## src/rtl/audio_clk_gen.sv

```systemverilog
// audio_clk_gen: programmable BCLK/LRCLK generator with clk-domain strobes.
// Ports: clk, reset (sync, active-high), en, div_in/div_wr/div_busy (divisor),
//        bclk, lrclk, bclk_rise, bclk_fall, frame_start (one-clk strobes).
// Build option: define AUDIO_CLK_I2S_DELAY_EN for I2S (one-bclk-early) lrclk.
module audio_clk_gen #(
    parameter int CNT_W       = 16,
    parameter int DIV_DEFAULT = 11,
    parameter int WORD_BITS   = 32
) (
    input  logic             clk,
    input  logic             reset,
    input  logic             en,
    input  logic [CNT_W-1:0] div_in,
    input  logic             div_wr,
    output logic             div_busy,
    output logic             bclk,
    output logic             lrclk,
    output logic             bclk_rise,
    output logic             bclk_fall,
    output logic             frame_start
);

    localparam int BW = $clog2(2 * WORD_BITS);
    localparam logic [BW-1:0] LAST = BW'(2 * WORD_BITS - 1);
    localparam logic [BW-1:0] WB   = BW'(WORD_BITS);
    localparam logic [CNT_W-1:0] DIV_RST = CNT_W'(DIV_DEFAULT);

    logic [CNT_W-1:0] cnt_q, cnt_d;
    logic [CNT_W-1:0] act_q, act_d;
    logic [CNT_W-1:0] pend_q, pend_d;
    logic             busy_q, busy_d;
    logic             bclk_q, bclk_d;
    logic             lr_q, lr_d;
    logic             rise_q, rise_d;
    logic             fall_q, fall_d;
    logic             frame_q, frame_d;
    logic [BW-1:0]    bit_q, bit_d;
    logic [BW-1:0]    bit_nxt;
    logic             lr_nxt;

    always_comb begin
        bit_nxt = (bit_q == LAST) ? '0 : bit_q + 1'b1;
`ifdef AUDIO_CLK_I2S_DELAY_EN
        lr_nxt = (bit_nxt >= WB - 1'b1) && (bit_nxt != LAST);
`else
        lr_nxt = (bit_nxt >= WB);
`endif
    end

    always_comb begin
        cnt_d   = cnt_q;
        act_d   = act_q;
        pend_d  = pend_q;
        busy_d  = busy_q;
        bclk_d  = bclk_q;
        lr_d    = lr_q;
        bit_d   = bit_q;
        rise_d  = 1'b0;
        fall_d  = 1'b0;
        frame_d = 1'b0;
        if (!en) begin
            bclk_d = 1'b0;
            lr_d   = 1'b0;
            bit_d  = '0;
            cnt_d  = act_q;
            // Idle: a write takes effect at once; any older pending value
            // is superseded.
            if (div_wr) begin
                act_d  = div_in;
                cnt_d  = div_in;
                busy_d = 1'b0;
            end
        end else begin
            if (cnt_q == '0) begin
                bclk_d = ~bclk_q;
                // Swap divisor only at a half-period boundary: no runts.
                if (busy_q) begin
                    act_d  = pend_q;
                    cnt_d  = pend_q;
                    busy_d = 1'b0;
                end else begin
                    cnt_d = act_q;
                end
                if (bclk_q) begin
                    fall_d  = 1'b1;
                    bit_d   = bit_nxt;
                    lr_d    = lr_nxt;
                    frame_d = (bit_nxt == '0);
                end else begin
                    rise_d = 1'b1;
                end
            end else begin
                cnt_d = cnt_q - 1'b1;
            end
            // Evaluated after the reload so a coincident write waits
            // for the following reload.
            if (div_wr) begin
                pend_d = div_in;
                busy_d = 1'b1;
            end
        end
    end

    always_ff @(posedge clk) begin
        if (reset) begin
            cnt_q   <= DIV_RST;
            act_q   <= DIV_RST;
            pend_q  <= DIV_RST;
            busy_q  <= 1'b0;
            bclk_q  <= 1'b0;
            lr_q    <= 1'b0;
            rise_q  <= 1'b0;
            fall_q  <= 1'b0;
            frame_q <= 1'b0;
            bit_q   <= '0;
        end else begin
            cnt_q   <= cnt_d;
            act_q   <= act_d;
            pend_q  <= pend_d;
            busy_q  <= busy_d;
            bclk_q  <= bclk_d;
            lr_q    <= lr_d;
            rise_q  <= rise_d;
            fall_q  <= fall_d;
            frame_q <= frame_d;
            bit_q   <= bit_d;
        end
    end

    assign div_busy    = busy_q;
    assign bclk        = bclk_q;
    assign lrclk       = lr_q;
    assign bclk_rise   = rise_q;
    assign bclk_fall   = fall_q;
    assign frame_start = frame_q;

endmodule

```

## config.mk

```make
export PLATFORM = sky130hd
export DESIGN_NAME = audio_clk_gen
export DESIGN_NICKNAME = d
export VERILOG_FILES = /design/src/rtl/audio_clk_gen.sv
export SDC_FILE = /design/constraint.sdc
export NUM_CORES = 1
export LEC_CHECK = 0
export ABC_AREA = 1
export CAP_MARGIN = 0
export CORE_MARGIN = 3
export CORE_UTILIZATION = 52
export DETAILED_ROUTE_END_ITERATION = 8
export GPL_TIMING_DRIVEN = 0
export PLACE_DENSITY_LB_ADDON = 0.2
export RECOVER_POWER = 100
export SLEW_MARGIN = 40
export SYNTH_ARGS = -nofsm -noshare
export SYNTH_HDL_FRONTEND = slang
export SYNTH_SLANG_ARGS = --single-unit
```

## constraint.sdc

```tcl
create_clock -name clk -period 1.3 [get_ports clk]
set_input_delay 0.26 -clock clk [delete_from_list [all_inputs] [get_ports clk]]
set_output_delay 0.26 -clock clk [all_outputs]
set_load 0.01 [all_outputs]
```

==> results of run 1 <==
## Yosys cell counts
cell      number  area, sq um
a21oi_1       20          100
buf_2          5         25.0
buf_4          2         15.0
buf_6          3         33.8
clkbuf_1       6         22.5
dfxtp_1       59         1180
ha_1           3         37.5
inv_1         28          105
inv_2          3         11.3
mux2i_1        4         40.0
nand2_1      108          405
nand2_4        1         11.3
nand2_8        1         20.0
nand3_1       31          155
nand3_2        1         10.0
nand3b_1       2         15.0
nand4_1        5         31.3
nor2_1        85          319
nor2_2         3         18.8
nor2_4         4         45.0
nor2b_1        1         6.26
nor3_1         3         15.0
o211ai_1       4         30.0
o21ai_0       42          210
o21ai_1        2         10.0
o22ai_1        2         12.5
o31ai_1        6         45.0
xnor2_1        3         26.3
xor2_1         8         70.1
## per-stage QoR
step | total power [mW] | utilization | std cells | worst slack [ns] | hold WS, ns
global placement | 2.67 | 0.607 | 541 | -0.662 | 0.450
floorplan | 2.48 | - | 445 | 0.0000110 | 0.329
CTS | 4.60 | 0.700 | 576 | -0.118 | 0.388
global route | 4.84 | 0.720 | 579 | -0.221 | 0.441
finish | 4.67 | 0.720 | 579 | -0.186 | 0.412
detailed placement | 2.68 | 0.607 | 541 | -0.680 | 0.452
## critical path, stage by stage, from the launching register on
cell and delay (ns):
dfxtp_2 0.33, inv_2 0.09, ha_4 0.16, buf_4 0.11
nand3_1 0.06, nor2_1 0.09, nand3b_1 0.24, nor2_1 0.19
nand2_1 0.06, nor2_1 0.09
## routing by layer
layer  global-route usage  share of wire  up-vias
met4                0.163          0.040        0
li1                     -              -     1562
met2                0.460           0.48      153
met1                0.330           0.41     1503
met5                    0              0        -
met3               0.0575          0.067       35
## path summary, 6_finish.rpt
kind                               start  depth (start not counted)  slack [ns]     endpoint
worst max register to register  cnt_q[1]                          9       -0.19  frame_start
worst min register to register  act_q[7]                          2        0.47     act_q[7]
worst max-delay path            cnt_q[1]                          9       -0.19  frame_start
worst min-delay path                  en                          3        0.41     div_busy
## sequential cells by signal, summed over array words and instances, names as in the netlist
name	flops
div_busy	1
bclk	1
lrclk	1
bclk_rise	1
bclk_fall	1
cnt_q	16
pend_q	16
act_q	16
bit_q	5
frame_start	1
## cell families after synthesis
logic type / synth area share
buffers and inverters: 0.0702
muxes: 0.0132
and+or+nand+nor: 0.348
DFF: 0.390
xor gates and xnor gates: 0.0318
AOI/OAI and AO/OA: 0.135
adders and majority gates: 0.0124
## repair_timing
| action | in CTS | in global routing |
|---|---|---|
| resized for setup | 64 | 38 |
| gates cloned | 3 | 0 |
| setup buffers | 16 | 3 |
| setup endpoints to repair | 60 | 54 |
| pin swaps | 14 | 11 |
## layout make-up
| type | instances | area (sq um) |
|---|---|---|
| multi-input cells | 339 | 1850 |
| fillers | 430 | 1560 |
| flip-flops and latches | 59 | 1200 |
| repair buffers | 46 | 425 |
| clock buffers | 10 | 128 |
| inverters | 31 | 123 |
| plain buffers | 16 | 116 |
| well taps | 72 | 90.1 |
| clock inverters | 6 | 80.1 |
## cells in the final DEF, fill, tap and decap left out, drive strengths merged
cell and instances:
xnor2 3, mux2i 4, nand2 110, clkbuf 19, nand4 5, clkdlybuf4s50 16
clkinv 4, o22ai 2, nand3 32, xor2 8, ha 3, a21oi 20
buf 31, dlygate4sd2 6, inv 30, nor2b 1, clkinvlp 1, o31ai 6
o211ai 4, nand3b 2, o21ai 44, bufinv 2, nor2 92, dfxtp 59
nor3 3
## power by group through the flow
stage	Clock (mW)	Sequential, mW	Combinational [mW]
3_3_place_gp	0	2.03	0.646
5_1_grt	1.89	2.02	0.939
4_1_cts	1.81	2.00	0.789
6_report	1.81	2.01	0.858
3_5_place_dp	0	2.03	0.657
2_1_floorplan	0	2.01	0.471
==> flow_summary.yaml, run 1 <==
status:
  status: "complete, but fails checks"
  violations: "negative setup slack"
timing:
  maxSlewHeadroom: 0.629
  fin_ws_ns: -0.186
  rsz0062_at_grt: "true"
  final_hold_viol_count: 0
  fin_crit_sh: 1.14
  tns_ns: -4.51
  setup_viol: 43
  finClkSkew_ns: 0.00534
  finalMaxSlewViolations: 0
  final.min_clock_period_ns: 1.49
  fmax_mhz: 673
  worst_pin_slew_ns: 0.557
setup_path:
  cp_max_fo: 4
  startpoint_type: "flop"
  required_ns: 1.58
  worstSetupPathType: "flop to flop"
  arrival_ns: 1.76
  end_kind: "flop"
yosys:
  avgSynthCellArea_sq_um: 6.80
  ys_seq_elements: 59
  synthCells: 445
  yosysWarningCount: 0
  synth_cell_types: 29
  syn_nets: 468
  syn_area_sq_um: 3030
  seq_area_frac_synth: 0.390
drt:
  drt_iter0_markers: 326
  detail-route-antenna-nets: 0
  wl_per_cell_um: 15.5
  vias: 3253
  remaining_drc_errors: 0
  wirelength_um: 8950
  avgViaCountPerCell: 5.62
  first_pass_iters: 6
clocking:
  numCtsBuffers: 9
  cts_root_buf: "clkbuf_8"
  cts_sinks: 59
  cts_buffer_depth: 2
  clk_latency_ns: 0.34
  tritoncts: "yes"
  postCtsHoldBufs: 0
  cts_max_level: 3
  clk_pin_slew_ns: 0.07
floorplanning:
  design.portCount: 26
  dieWidth_um: 82.3
  design.die.area_sq_um: 6770
  die_h_um: 82.3
  core_sq_um: 5570
  rows: 27
  initial_core_util: 0.543
global_route:
  overflow: 0
  grt_first_pass_wirelength_um: 14100
  grt_start_max_net_pins: 11
  grt_pass1_vias: 3046
  grt_antenna_before_repair: 0
  gr-usage-all-layers: 0.278
place:
  dpl_cell_area_sq_um: 3380
  gp_congestion: 0.876
  dp_hpwl_um: 5590
  portBuffers: 24
layout:
  area_growth_pct: 32.5
  drive_gt1_frac: 0.260
  layout.nets: 525
  final_area_sq_um: 4010
  antenna_cells: 0
power:
  power_frac_clock: 0.387
  power.density_nw_per_um2: 1160
  seqPwrFrac: 0.430
  intPower_mw: 3.34
  p_leak_nw: 1.84
  p_switching_mw: 1.33
  combPwrFrac: 0.184
  switching_share: 0.285
  ir_worst_vdd_mv: 0.763
run:
  cap_viol_max_count: 0
worst_hold_path:
  min_path_type: "primary input to flop"
Power figures use the tool's default switching activity.
==> run 2: changes to the inputs <==
CORE_UTILIZATION = 57   (was 52)
TNS_END_PERCENT = 50   (was unset)
clock period = 1.4 ns   (was 1.3 ns; I/O delays follow)
==> run 2 against run 1 <==
Effect of this change: the run still ends with negative setup slack left; power fell by 0.34%; worst hold slack improved by 0.039 ns; first-iteration DRC count is 4.9% higher; critical endpoint is now act_q[12]; largest power group is now clock.
==> flow_summary.yaml, run 2 (synthesis results as in run 1) <==
setup_path:
  critical_path.cell_chain: "buf_4, inv_1, buf_6, nor2_1, o31ai_1, nand3_1, nand2_1"
  cp_max_fo: 10
  slowest_stage: "dfxtp_1"
  ff2ff_setup_slack_ns: -0.04
  worstSetupPathType: "flop to flop"
  r2r_cells: 7
  startpoint: "div_busy"
  crit_family: "buffers and inverters"
  required_ns: 1.68
  cp_slowest_stage_delay_ns: 0.31
  startpoint_type: "flop"
  crit_end: "act_q[12]"
  r2r-start: "div_busy"
  arrival_ns: 1.72
  worst-path-stages: 7
  cp_num_buf_inv: 3
  r2r_end: "act_q[12]"
  end_kind: "flop"
clocking:
  cts_max_level: 3
  clk_latency_ns: 0.34
  numCtsBuffers: 9
  cts_root_buf: "clkbuf_8"
  cts_buffer_depth: 2
  clk_pin_slew_ns: 0.06
  cts_sinks: 59
  tritoncts: "yes"
timing:
  final.min_clock_period_ns: 1.44
  fin_crit_sh: 1.03
  final_hold_viol_count: 0
  finalMaxSlewViolations: 0
  fmax_mhz: 695
  maxSlewHeadroom: 0.609
  whs_ns: 0.451
  setup_viol: 16
  worst_pin_slew_ns: 0.586
  tns_ns: -0.254
  finClkSkew_ns: 0.00883
  rsz0062_at_grt: "true"
  fin_ws_ns: -0.0384
power:
  intPower_mw: 3.42
  power.density_nw_per_um2: 1170
  switching_share: 0.266
  combPwrFrac: 0.168
  p_leak_nw: 1.85
  ir_worst_vdd_mv: 0.727
  seqPwrFrac: 0.401
  p_switching_mw: 1.24
  power_frac_clock: 0.432
layout:
  area_growth_pct: 31.7
  final_area_sq_um: 3990
  antenna_cells: 0
  layout.nets: 519
  mostFrequentLayoutCells: "nor2_1 (81), nand2_1 (81), dfxtp_1 (47)"
  multi_input_area_sq_um: 1840
  seqCellArea_sq_um: 1200
  fill_cells: 324
  top_regs: "act_q x16, cnt_q x16, pend_q x16"
  drive_gt1_frac: 0.244
floorplanning:
  design.portCount: 26
  die_h_um: 78.9
  core_sq_um: 4910
  design.die.area_sq_um: 6220
  dieWidth_um: 78.9
  rows: 25
  initial_core_util: 0.617
drt:
  remaining_drc_errors: 0
  avgViaCountPerCell: 5.85
  drt_iter0_markers: 342
  wirelength_um: 9070
  first_pass_iters: 5
  wl_per_cell_um: 16.0
  vias: 3325
  detail-route-antenna-nets: 0
status:
  violations: "negative setup slack"
  status: "complete, but fails checks"
global_route:
  grt_antenna_before_repair: 0
  overflow: 0
  grt_first_pass_wirelength_um: 14300
  grt_pass1_vias: 3004
  grt_start_max_net_pins: 11
  gr-usage-all-layers: 0.297
place:
  gp_congestion: 0.874
  portBuffers: 24
  dpl_cell_area_sq_um: 3350
  dp_hpwl_um: 5630
  dp_slack_ns: -0.545
run:
  cap_viol_max_count: 0
worst_hold_path:
  min_path_type: "primary input to flop"
-- run 2: power groups by stage --
stage          clock, mW  sequential [mW]  combinational (mW)
6_report            2.01             1.87               0.780
5_1_grt             2.12             1.87               0.844
4_1_cts             2.02             1.85               0.698
3_5_place_dp           0             1.88               0.606
3_3_place_gp           0             1.88               0.591
2_1_floorplan          0             1.87               0.429
-- run 2: metrics by stage --
| step | power [mW] | cells | util |
|---|---|---|---|
| after floorplan | 2.30 | 445 | - |
| after global placement | 2.47 | 536 | 0.683 |
| after detailed placement | 2.49 | 536 | 0.683 |
| after CTS | 4.57 | 565 | 0.781 |
| after global routing | 4.84 | 568 | 0.812 |
| final | 4.66 | 568 | 0.812 |
-- run 2: how the worst min path moves through the flow --
stage                     cells after the start  slack (ns)         to      start
after floorplan                               1        0.35   act_q[2]      reset
after global placement                        2        0.45  act_q[13]  act_q[13]
after detailed placement                      2        0.46   act_q[5]   act_q[5]
after CTS                                     3        0.43   div_busy         en
after global routing                          3        0.47   div_busy         en
final                                         3        0.45   div_busy         en
-- run 2: worst reg2reg max path: stages, from the launching register on --
cell	delay, ns
dfxtp_1	0.31
buf_4	0.17
inv_1	0.12
buf_6	0.16
nor2_1	0.05
o31ai_1	0.25
nand3_1	0.20
nand2_1	0.11
-- run 2: final cells by class --
class | instances | area share
Sequential cell | 59 | 0.300
Tap cell | 67 | 0.0210
Inverter | 31 | 0.0304
Timing Repair Buffer | 40 | 0.0920
Buffer | 16 | 0.0286
Clock buffer | 12 | 0.0414
Clock inverter | 4 | 0.0239
Multi-Input combinational cell | 339 | 0.463
-- run 2: what timing repair did --
item                       in CTS  in global routing
setup buffers                  11                  3
gates resized for setup        57                 41
setup endpoints to repair      58                 42
pin swaps                      14                 18
hold buffers                    0                  0
gates cloned                    2                  0
-- run 2: routing by layer --
layer / routed length (um) / GRT usage / part of all wire
met4: 284 / 0.103 / 0.031
met1: 3570 / 0.367 / 0.39
met2: 4360 / 0.497 / 0.48
met5: 0 / 0 / 0
met3: 859 / 0.0816 / 0.095
==> run 3: changes to the inputs <==
CORE_UTILIZATION = 52   (was 57)
CTS_CLUSTER_SIZE = 12   (was unset)
PLACE_DENSITY = 0.76   (was unset)
PLACE_DENSITY_LB_ADDON = unset   (was 0.2)
clock period = 1.3 ns   (was 1.4 ns; I/O delays follow)
==> run 3 against run 2 <==
Effect of this change: sequential share of layout area about the same; the flow still finishes with violations (negative setup slack); sequential power is 7% higher; critical path depth rose by 2; non-clock buffer count increased by 4; global-route usage fell by 3.3 points; clock-buffer cell count is 1 lower; power decreased by 2.5%; largest cell class unchanged; first-iteration DRC count shrank 58%; worst hold slack worse by 0.059 ns; combinational power up 7.9%; worst setup slack got worse by 0.15 ns; critical endpoint unchanged.
==> flow_summary.yaml, run 3 (synthesis results as in run 1) <==
floorplanning:
  design.portCount: 26
  die_h_um: 82.3
  rows: 27
  design.die.area_sq_um: 6770
  initial_core_util: 0.543
  dieWidth_um: 82.3
  core_sq_um: 5570
clocking:
  tritoncts: "yes"
  numCtsBuffers: 9
  cts_sinks: 59
  cts_max_level: 3
  clk_pin_slew_ns: 0.08
  postCtsHoldBufs: 0
  clk_latency_ns: 0.35
  cts_buffer_depth: 2
  cts_root_buf: "clkbuf_8"
timing:
  maxSlewHeadroom: 0.652
  rsz0062_at_grt: "true"
  setup_viol: 42
  tns_ns: -5.31
  fin_ws_ns: -0.184
  finClkSkew_ns: 0.0127
  whs_ns: 0.392
  worst_pin_slew_ns: 0.523
  final_hold_viol_count: 0
  finalMaxSlewViolations: 0
  fin_crit_sh: 1.14
  final.min_clock_period_ns: 1.48
  fmax_mhz: 674
power:
  ir_worst_vdd_mv: 0.739
  power.density_nw_per_um2: 1140
  p_leak_nw: 1.80
  total_power_mw: 4.54
setup_path:
  r2r_cells: 9
  worstSetupPathType: "flop to flop"
  startpoint: "cnt_q[6]"
  r2r_end: "act_q[12]"
  arrival_ns: 1.72
  required_ns: 1.53
  r2r-start: "cnt_q[6]"
  ff2ff_setup_slack_ns: -0.18
  end_kind: "flop"
  crit_end: "act_q[12]"
  cp_max_fo: 8
  startpoint_type: "flop"
layout:
  area_growth_pct: 31.4
  antenna_cells: 0
  top_regs: "act_q x16, cnt_q x16, pend_q x16"
  mostFrequentLayoutCells: "nand2_1 (82), nor2_1 (77), dfxtp_1 (48)"
  layout.nets: 523
  fill_cells: 459
  final_common_cell: "nand2_1"
  drive_gt1_frac: 0.253
global_route:
  grt_antenna_before_repair: 0
  overflow: 0
  grt_first_pass_wirelength_um: 13500
  grt_pass1_vias: 2951
  gr-usage-all-layers: 0.264
  grt_start_max_net_pins: 11
drt:
  first_pass_iters: 7
  vias: 3182
  wl_per_cell_um: 14.9
  avgViaCountPerCell: 5.51
  top_layer: "met4"
  wirelength_um: 8600
  detail-route-antenna-nets: 0
  drt_iter0_markers: 144
  route.met3.wl_um: 662
  remaining_drc_errors: 0
  drt-met1-wl_um: 3690
  wl_met2_um: 4050
worst_hold_path:
  min_path_type: "primary input to flop"
  min_from: "en"
place:
  dp_hpwl_um: 5410
  dp_slack_ns: -0.679
  portBuffers: 24
  gp_congestion: 0.864
status:
  status: "complete, but fails checks"
  violations: "negative setup slack"
run:
  cap_viol_max_count: 0
==> run 3: stage by stage <==
step,std cells,cell area (sq um),utilization
floorplan,445,3050,-
global placement,541,3380,0.607
detailed placement,541,3380,0.607
CTS,570,3780,0.678
global route,577,3980,0.714
finish,577,3980,0.714
==> run 3: per-layer routing <==
| metal | global-route usage | vias to the layer above |
|---|---|---|
| met2 | 0.417 | 147 |
| met4 | 0.130 | 0 |
| met1 | 0.337 | 1448 |
| li1 | - | 1561 |
| met5 | 0 | - |
| met3 | 0.0597 | 26 |
==> run 3: cell type report <==
class | instances | area (sq um) | area share
inverters | 31 | 121 | 0.0305
repair buffers | 44 | 398 | 0.100
clock buffers | 11 | 141 | 0.0355
well taps | 72 | 90.1 | 0.0226
plain buffers | 16 | 124 | 0.0311
flip-flops and latches | 59 | 1190 | 0.300
multi-input cells | 339 | 1860 | 0.466
clock inverters | 5 | 52.6 | 0.0132
==> run 3: worst max-delay path, cell delays in order (launching register included) <==
cell and delay, ns:
dfxtp_1 0.35, nor2_1 0.17, nand2_2 0.12, nor2_4 0.18, nand2_4 0.09, nand2_8 0.11
nor2_4 0.07, buf_6 0.17, nand2_4 0.06, nand2_2 0.05
==> run 3: repair_timing <==
item,in CTS,in global routing
gates resized for setup,51,47
pin swaps,8,16
gates cloned,2,0
setup buffers,11,7
endpoints found under the setup margin,60,48
==> run 3: worst min path at each step <==
stage               cells after the start  slack, ns   endpoint
global route                            4       0.41   act_q[5]
CTS                                     4       0.38   act_q[5]
global placement                        2       0.45  act_q[15]
finish                                  4       0.39   act_q[5]
detailed placement                      2       0.46  pend_q[0]
floorplan                               1       0.33   act_q[2]
==> run 3: report_power, final <==
group | leakage (nW) | switching [mW] | total (mW) | internal, mW
combinational | 1.22 | 0.496 | 0.842 | 0.346
clock | 0.0991 | 0.761 | 1.69 | 0.928
sequential | 0.487 | 0.0938 | 2.01 | 1.92
